[config.mk]
export PLATFORM = sky130hd
export DESIGN_NAME = uart_tx_ctrl
export DESIGN_NICKNAME = d
export VERILOG_FILES = /design/src/rtl/uart_tx_ctrl.sv
export SDC_FILE = /design/constraint.sdc
export NUM_CORES = 1
export LEC_CHECK = 0
export ABC_AREA = 1
export CORE_UTILIZATION = 55
export CTS_CLUSTER_DIAMETER = 120
export DETAILED_ROUTE_END_ITERATION = 8
export HOLD_SLACK_MARGIN = 0.05
export PLACE_DENSITY = 0.74
export SLEW_MARGIN = 20
export SYNTH_ARGS = -nofsm -noshare
export SYNTH_HDL_FRONTEND = slang
export SYNTH_SLANG_ARGS = --single-unit
[constraint.sdc]
create_clock -name sysclk -period 3.05 [get_ports sysclk]
set_input_delay 0.61 -clock sysclk [delete_from_list [all_inputs] [get_ports sysclk]]
set_output_delay 0.61 -clock sysclk [all_outputs]
set_load 0.01 [all_outputs]
[src/rtl/uart_tx_ctrl.sv]
// 8N1 UART transmitter fed by a small write FIFO.
// Frames go out LSB first, back-to-back while the FIFO holds data.
module uart_tx_ctrl #(
    parameter int CLKS_PER_BIT = 5208,
    parameter int FIFO_DEPTH   = 4
) (
    input  logic                          sysclk,
    input  logic                          reset,
    input  logic [7:0]                    tx_data,
    input  logic                          tx_wr,
    output logic                          tx_full,
    output logic                          tx_busy,
    output logic                          tx_done,
    output logic [$clog2(FIFO_DEPTH):0]   fifo_count,
    output logic                          UART_TX
);

    localparam int AW = $clog2(FIFO_DEPTH);
    localparam int BW = (CLKS_PER_BIT > 1) ? $clog2(CLKS_PER_BIT) : 1;

    localparam logic [1:0] IDLE  = 2'd0;
    localparam logic [1:0] START = 2'd1;
    localparam logic [1:0] DATA  = 2'd2;
    localparam logic [1:0] STOP  = 2'd3;

    localparam logic [BW-1:0] BAUD_LAST = BW'(CLKS_PER_BIT - 1);
    localparam logic [AW:0]   CNT_FULL  = (AW+1)'(FIFO_DEPTH);
    localparam logic [AW:0]   CNT_ONE   = (AW+1)'(1);

    logic [1:0]    state;
    logic [7:0]    mem [FIFO_DEPTH];
    logic [AW-1:0] rd_ptr;
    logic [AW-1:0] wr_ptr;
    logic [BW-1:0] baud;
    logic [2:0]    bit_idx;
    logic [7:0]    shift;
    logic          push;
    logic          pop;
    logic          empty;
    logic          bit_end;
    logic [7:0]    head;

    assign tx_full = (fifo_count == CNT_FULL);
    assign tx_busy = (state != IDLE);
    assign empty   = (fifo_count == '0);
    assign push    = tx_wr && !tx_full;
    assign bit_end = (baud == BAUD_LAST);
    // A byte written on the final stop cycle bypasses the empty FIFO
    assign head    = empty ? tx_data : mem[rd_ptr];

    always_comb begin
        pop = 1'b0;
        unique case (state)
            IDLE:    pop = !empty;
            STOP:    pop = bit_end && (!empty || push);
            default: pop = 1'b0;
        endcase
    end

    always_ff @(posedge sysclk) begin
        if (push) begin
            mem[wr_ptr] <= tx_data;
        end
    end

    always_ff @(posedge sysclk) begin
        if (!reset) begin
            rd_ptr     <= '0;
            wr_ptr     <= '0;
            fifo_count <= '0;
        end else begin
            if (push) begin
                wr_ptr <= wr_ptr + 1'b1;
            end
            if (pop) begin
                rd_ptr <= rd_ptr + 1'b1;
            end
            if (push && !pop) begin
                fifo_count <= fifo_count + CNT_ONE;
            end else if (pop && !push) begin
                fifo_count <= fifo_count - CNT_ONE;
            end
        end
    end

    always_ff @(posedge sysclk) begin
        if (!reset) begin
            state   <= IDLE;
            UART_TX <= 1'b1;
            tx_done <= 1'b0;
            baud    <= '0;
            bit_idx <= '0;
            shift   <= '0;
        end else begin
            tx_done <= 1'b0;
            // Every state change happens on bit_end, so the wrap doubles as the reset
            baud    <= bit_end ? '0 : baud + 1'b1;
            unique case (state)
                IDLE: begin
                    baud    <= '0;
                    UART_TX <= 1'b1;
                    if (pop) begin
                        shift   <= head;
                        state   <= START;
                        UART_TX <= 1'b0;
                    end
                end
                START: begin
                    if (bit_end) begin
                        state   <= DATA;
                        bit_idx <= '0;
                        UART_TX <= shift[0];
                    end
                end
                DATA: begin
                    if (bit_end) begin
                        shift   <= shift >> 1;
                        bit_idx <= bit_idx + 1'b1;
                        if (bit_idx == 3'd7) begin
                            state   <= STOP;
                            UART_TX <= 1'b1;
                        end else begin
                            UART_TX <= shift[1];
                        end
                    end
                end
                STOP: begin
                    if (bit_end) begin
                        tx_done <= 1'b1;
                        if (pop) begin
                            shift   <= head;
                            state   <= START;
                            UART_TX <= 1'b0;
                        end else begin
                            state   <= IDLE;
                        end
                    end
                end
                default: state <= IDLE;
            endcase
        end
    end

endmodule
Yosys cells after proc, flatten, opt, wreduce, memory -nomap -nowiden
Memories as Yosys holds them, arrays and structs flattened. A register that Yosys moved wholly into a read port is not among the register bits.
Index checks and enable logic that the tools add are counted.
W data, S select, Z words.
- equal/unequal tests: 12
- mux-type cells: 30
- add/sub/neg operators: 6
- reductions and logical operators: 21
- bitwise logic cells: 1
- operator list (operator ; number):
    $mux W8 ; 4
    $pmux W8 S3 ; 1
    $mux W2 ; 7
    $add A13 B1 Y13 const B ; 1
    $eq A13 B13 Y1 const B ; 1
    $mux W3 ; 4
    $ne A2 B2 Y1 const B ; 6
    $mux W1 ; 10
    $pmux W2 S4 ; 1
    $add A3 B1 Y3 const B ; 2
    $eq A3 B3 Y1 const B ; 2
    $pmux W3 S2 ; 1
    $reduce_and A3 Y1 ; 2
    $reduce_bool A2 Y1 ; 3
    $reduce_and A5 Y1 ; 1
    $add A2 B1 Y2 const B ; 2
    $eq A2 B2 Y1 const B ; 2
    $logic_and A1 B1 Y1 ; 4
    $logic_not A1 Y1 ; 4
    $pmux W1 S4 ; 1
    $reduce_and A4 Y1 ; 1
    $logic_not A3 Y1 ; 1
    $reduce_bool A3 Y1 ; 1
    $reduce_or A3 Y1 ; 1
    other kinds (7) ; 7
- input bits: 11
- flip-flop bits (word level): 35
- memory bits (writable): 32
- logic and storage cells: 80
- memories kept: 1
- memory list (memory ; depth ; width ; read ports ; clocked after Yosys merged registers in ; wr ports ; line ; RTL):
    mem ; 4 ; 8 ; 1 ; 1 ; 1 ; 31 ; logic [7:0] mem [FIFO_DEPTH];

Longest topological paths before layout
- word-level depth: 9
- depth in mapped cells: 15

Least setup slack after synthesis
OpenSTA, ideal clock, no wires.
- path kind: register -> register
- from: register state[0]
- to: register fifo_count[2]
- buffers on the path: 0
- cell stages (with the launch flop): 14
- path slack: 915 ps
- arrival: 2012 ps
- cells stage by stage: dfxtp_1 inv_1 ha_1 inv_1 o21ai_1 inv_2 nand2_4 ha_1 inv_1 fa_1 a21oi_1 o21ai_0 o21ai_0 a21oi_1
- cells in the longest elaborated chain, start to end: 5
- elaborated cells on any way between the ends: 8
- those cells by class: 1 x eq/ne; 2 x mux; 5 x reduce/logical
- ends and longest elaborated chain (what ; line ; RTL):
    from (decl) ; 30 ; logic [1:0] state;
    from (signal assigned) ; 88 ; state <= IDLE;
    from (signal assigned) ; 104 ; state <= START;
    from (signal assigned) ; 110 ; state <= DATA;
    $eq A2 B2 Y1 / $logic_not A2 Y1 (equally long branches) ; 53 ; unique case (state)
    $pmux W1 S2 (*) ; 53 ;
    $logic_not A1 Y1 ; 78 ; if (push && !pop) begin
    $logic_and A1 B1 Y1 ; 78 ;
    $mux W3 / $reduce_bool A2 Y1 (equally long branches) ; - ;
    to (signal assigned) ; 79 ; fifo_count <= fifo_count + CNT_ONE;
    to (signal assigned) ; 81 ; fifo_count <= fifo_count - CNT_ONE;
    to (decl) ; 14 ; output logic [$clog2(FIFO_DEPTH):0] fifo_count,
Every way passes the cells marked *; elsewhere a longest branch is shown, timed or not.
A chain may end at the register's enable or synchronous reset.

Final worst setup path
- from: register state[0]
- to: output port tx_busy
- cells in the longest elaborated chain, start to end: 1
- ends and longest elaborated chain (what ; line ; RTL):
    $reduce_bool A2 Y1 ; 44 ; assign tx_busy = (state != IDLE);
    to (decl) ; 12 ; output logic tx_busy,
Every way passes these cells.

==> impl_metrics.json <==
{
  "cp_max_fo": 5,
  "crit_slowest_cell": "clkdlybuf4s50_1",
  "ys_seq_elements": 69,
  "r2r_setup_slack_ns": 0.73,
  "async_flop_share": 0,
  "total_power_mw": 3.18,
  "drt_iter0_drc": 143,
  "crit_family": "buffers and inverters",
  "grt_max_degree": 21,
  "endpoint_kind": "primary output",
  "antenna_found_initial": 0,
  "vias_per_cell": 5.16,
  "ctsResizeCount": 0,
  "ctsHtreeMaxLevel": 3,
  "fin_cells": 484,
  "finalHoldViolations": 0,
  "cp.arrival_ns": 1.75,
  "crit_top_cell": "inv_1",
  "ys_seq_area_frac": 0.512,
  "cts_tree": "yes",
  "grtUsageTotal": 0.220,
  "cap_violations": 0,
  "yosysTopAreaCellShare": 0.289,
  "clock_sinks": 69,
  "slew_headroom": 0.514,
  "synth_warnings": 0,
  "ys_top_cells_by_area": "edfxtp_1 (29%), dfxtp_1 (22%), nand2_1 (11%)",
  "fin_skew_ns": 0.0104,
  "die_h_um": 79.7,
  "synth_area_leader_cell": "edfxtp_1",
  "period_share": 0.774,
  "grt_pass1_wl_um": 10500,
  "rsz0062_at_grt": "false",
  "path_cells": "inv_1 -> ha_1 -> inv_1 -> clkdlybuf4s50_1",
  "ir_worst_vdd_mv": 0.586,
  "syn_area_sq_mm": 0.00332,
  "fin_util": 0.664,
  "first_pass_iters": 4,
  "die_w_um": 79.7,
  "io_buffers": 17,
  "antenna_left": 0,
  "synthCells": 384,
  "grt_use_met3": 0.0354,
  "dp_hpwl_um": 4260,
  "power.density_mw_per_mm2": 844,
  "cts_buffers": 9,
  "criticalPathCategory": "register to primary output",
  "critPathBufInv": 3,
  "ys_types": 38,
  "cp_slowest_stage_delay_ns": 0.54,
  "drive_gt1_frac": 0.124,
  "slew_viol_final": 0,
  "holdCritPathClass": "register to register",
  "synth-main-ff-cell": "dfxtp_1",
  "fmax_ghz": 0.423,
  "leakagePower_nw": 1.57,
  "rows": 27,
  "fp.coreArea_sq_mm": 0.00568,
  "worst_pin_slew_ns": 0.726,
  "grt_overflow_total": 0,
  "critPathLaunchType": "register",
  "use_met2": 0.363,
  "syn_area_per_cell_sq_um": 8.66,
  "post-route-min-period_ns": 2.36,
  "grt_use_met1": 0.278,
  "clk-insertion-delay-late_ns": 0.34,
  "grt_busiest_layer": "met2",
  "vias": 2498,
  "synth_nets": 410,
  "drc": 0,
  "cts_root_buf": "clkbuf_8",
  "start_util": 0.586,
  "first_global_vias": 2386,
  "post_cts_buffers": 0,
  "boundaryPins": 18,
  "syn2layout_area_growth_pct": 13.4,
  "cts_buffer_depth": 2,
  "final_nets": 433,
  "crit_required_ns": 2.44,
  "antenna_cells": 0,
  "ctsHoldBuffers": 0,
  "placedCellCount": 468,
  "wl_per_cell_um": 12.6,
  "dieArea_sq_mm": 0.00636,
  "finalWeightedCongestion": 0.800,
  "clk_pin_slew_ns": 0.06,
  "fin_setup_tns_ns": 0,
  "synth_edf_count": 32,
  "fillers": 478,
  "setup_viol": 0,
  "status": "finished, final reports clean",
  "wl_um": 6120
}
-- cell type report --
| type | instances | area (sq um) | share of cell area |
|---|---|---|---|
| multi-input combinational | 266 | 1420 | 0.375 |
| timing repair buffer | 23 | 215 | 0.0571 |
| clock buffer | 14 | 194 | 0.0514 |
| inverter | 38 | 143 | 0.0378 |
| sequential | 69 | 1700 | 0.451 |
| clock inverter | 2 | 12.5 | 0.00332 |
| tap | 72 | 90.1 | 0.0239 |
-- power by group --
group | switching, mW | internal, mW
Combinational | 0.786 | 0.468
Sequential | 0.0869 | 1.10
Clock | 0.328 | 0.411
-- cell usage after synthesis (all sizes together), types with 3 or more instances --
cell type,n
a21oi,30
inv,38
nor3,5
nand3,21
nor2,44
o21ai,27
edfxtp,32
buf,8
or2,8
nand2,102
clkbuf,3
dfxtp,37
ha,14
-- state kept, by name, indices dropped and copies added (netlist names), named ones only --
| name | flops |
|---|---|
| shift | 8 |
| tx_done | 1 |
| state | 2 |
| baud | 13 |
| UART_TX | 1 |
| bit_idx | 3 |
| mem | 32 |
| wr_ptr | 2 |
| fifo_count | 3 |
| rd_ptr | 2 |
-- layer usage --
metal	share of wire	wire length, um
met5	0	0
met4	0.017	101
met3	0.028	169
met2	0.47	2870
met1	0.49	2980
-- kinds of logic (layout without fill, tap and decap cells) --
logic type | after synthesis | count (layout) | share of synthesized area
xor gates and xnor gates | 3 | 3 | 0.00791
adders and majority gates | 15 | 15 | 0.0587
DFF | 69 | 69 | 0.512
AOI/OAI and AO/OA | 63 | 63 | 0.113
and+or+nand+nor | 185 | 185 | 0.247
buffers and inverters | 49 | 77 | 0.0625
-- placed cells by master (no fill, tap or decap), drive strengths merged, types with 5 or more instances in the layout --
cell and count:
nor2 44, or2 8, clkbuf 14, o21ai 27, nor3 5, nand3 21
dfxtp 37, buf 6, a21oi 30, nand2 102, ha 14, inv 38
clkdlybuf4s50 17, edfxtp 32
-- final timing paths --
kind                 start            end  cells past startpoint
setup reg to reg  state[0]  fifo_count[2]                     13
hold / removal     baud[0]        baud[0]                      1
hold reg to reg    baud[0]        baud[0]                      1
setup / recovery  state[0]        tx_busy                      4
-- metrics by stage --
stage                     hold slack (ns)  setup WS, ns  area, sq um
after floorplan                     0.429         0.915         3320
after global placement              0.444         0.535         3560
after detailed placement            0.458         0.471         3560
after CTS                           0.473         0.683         3770
after global routing                0.485         0.453         3770
final                               0.468         0.688         3770
No activity file was read; power rests on OpenSTA's default activity.
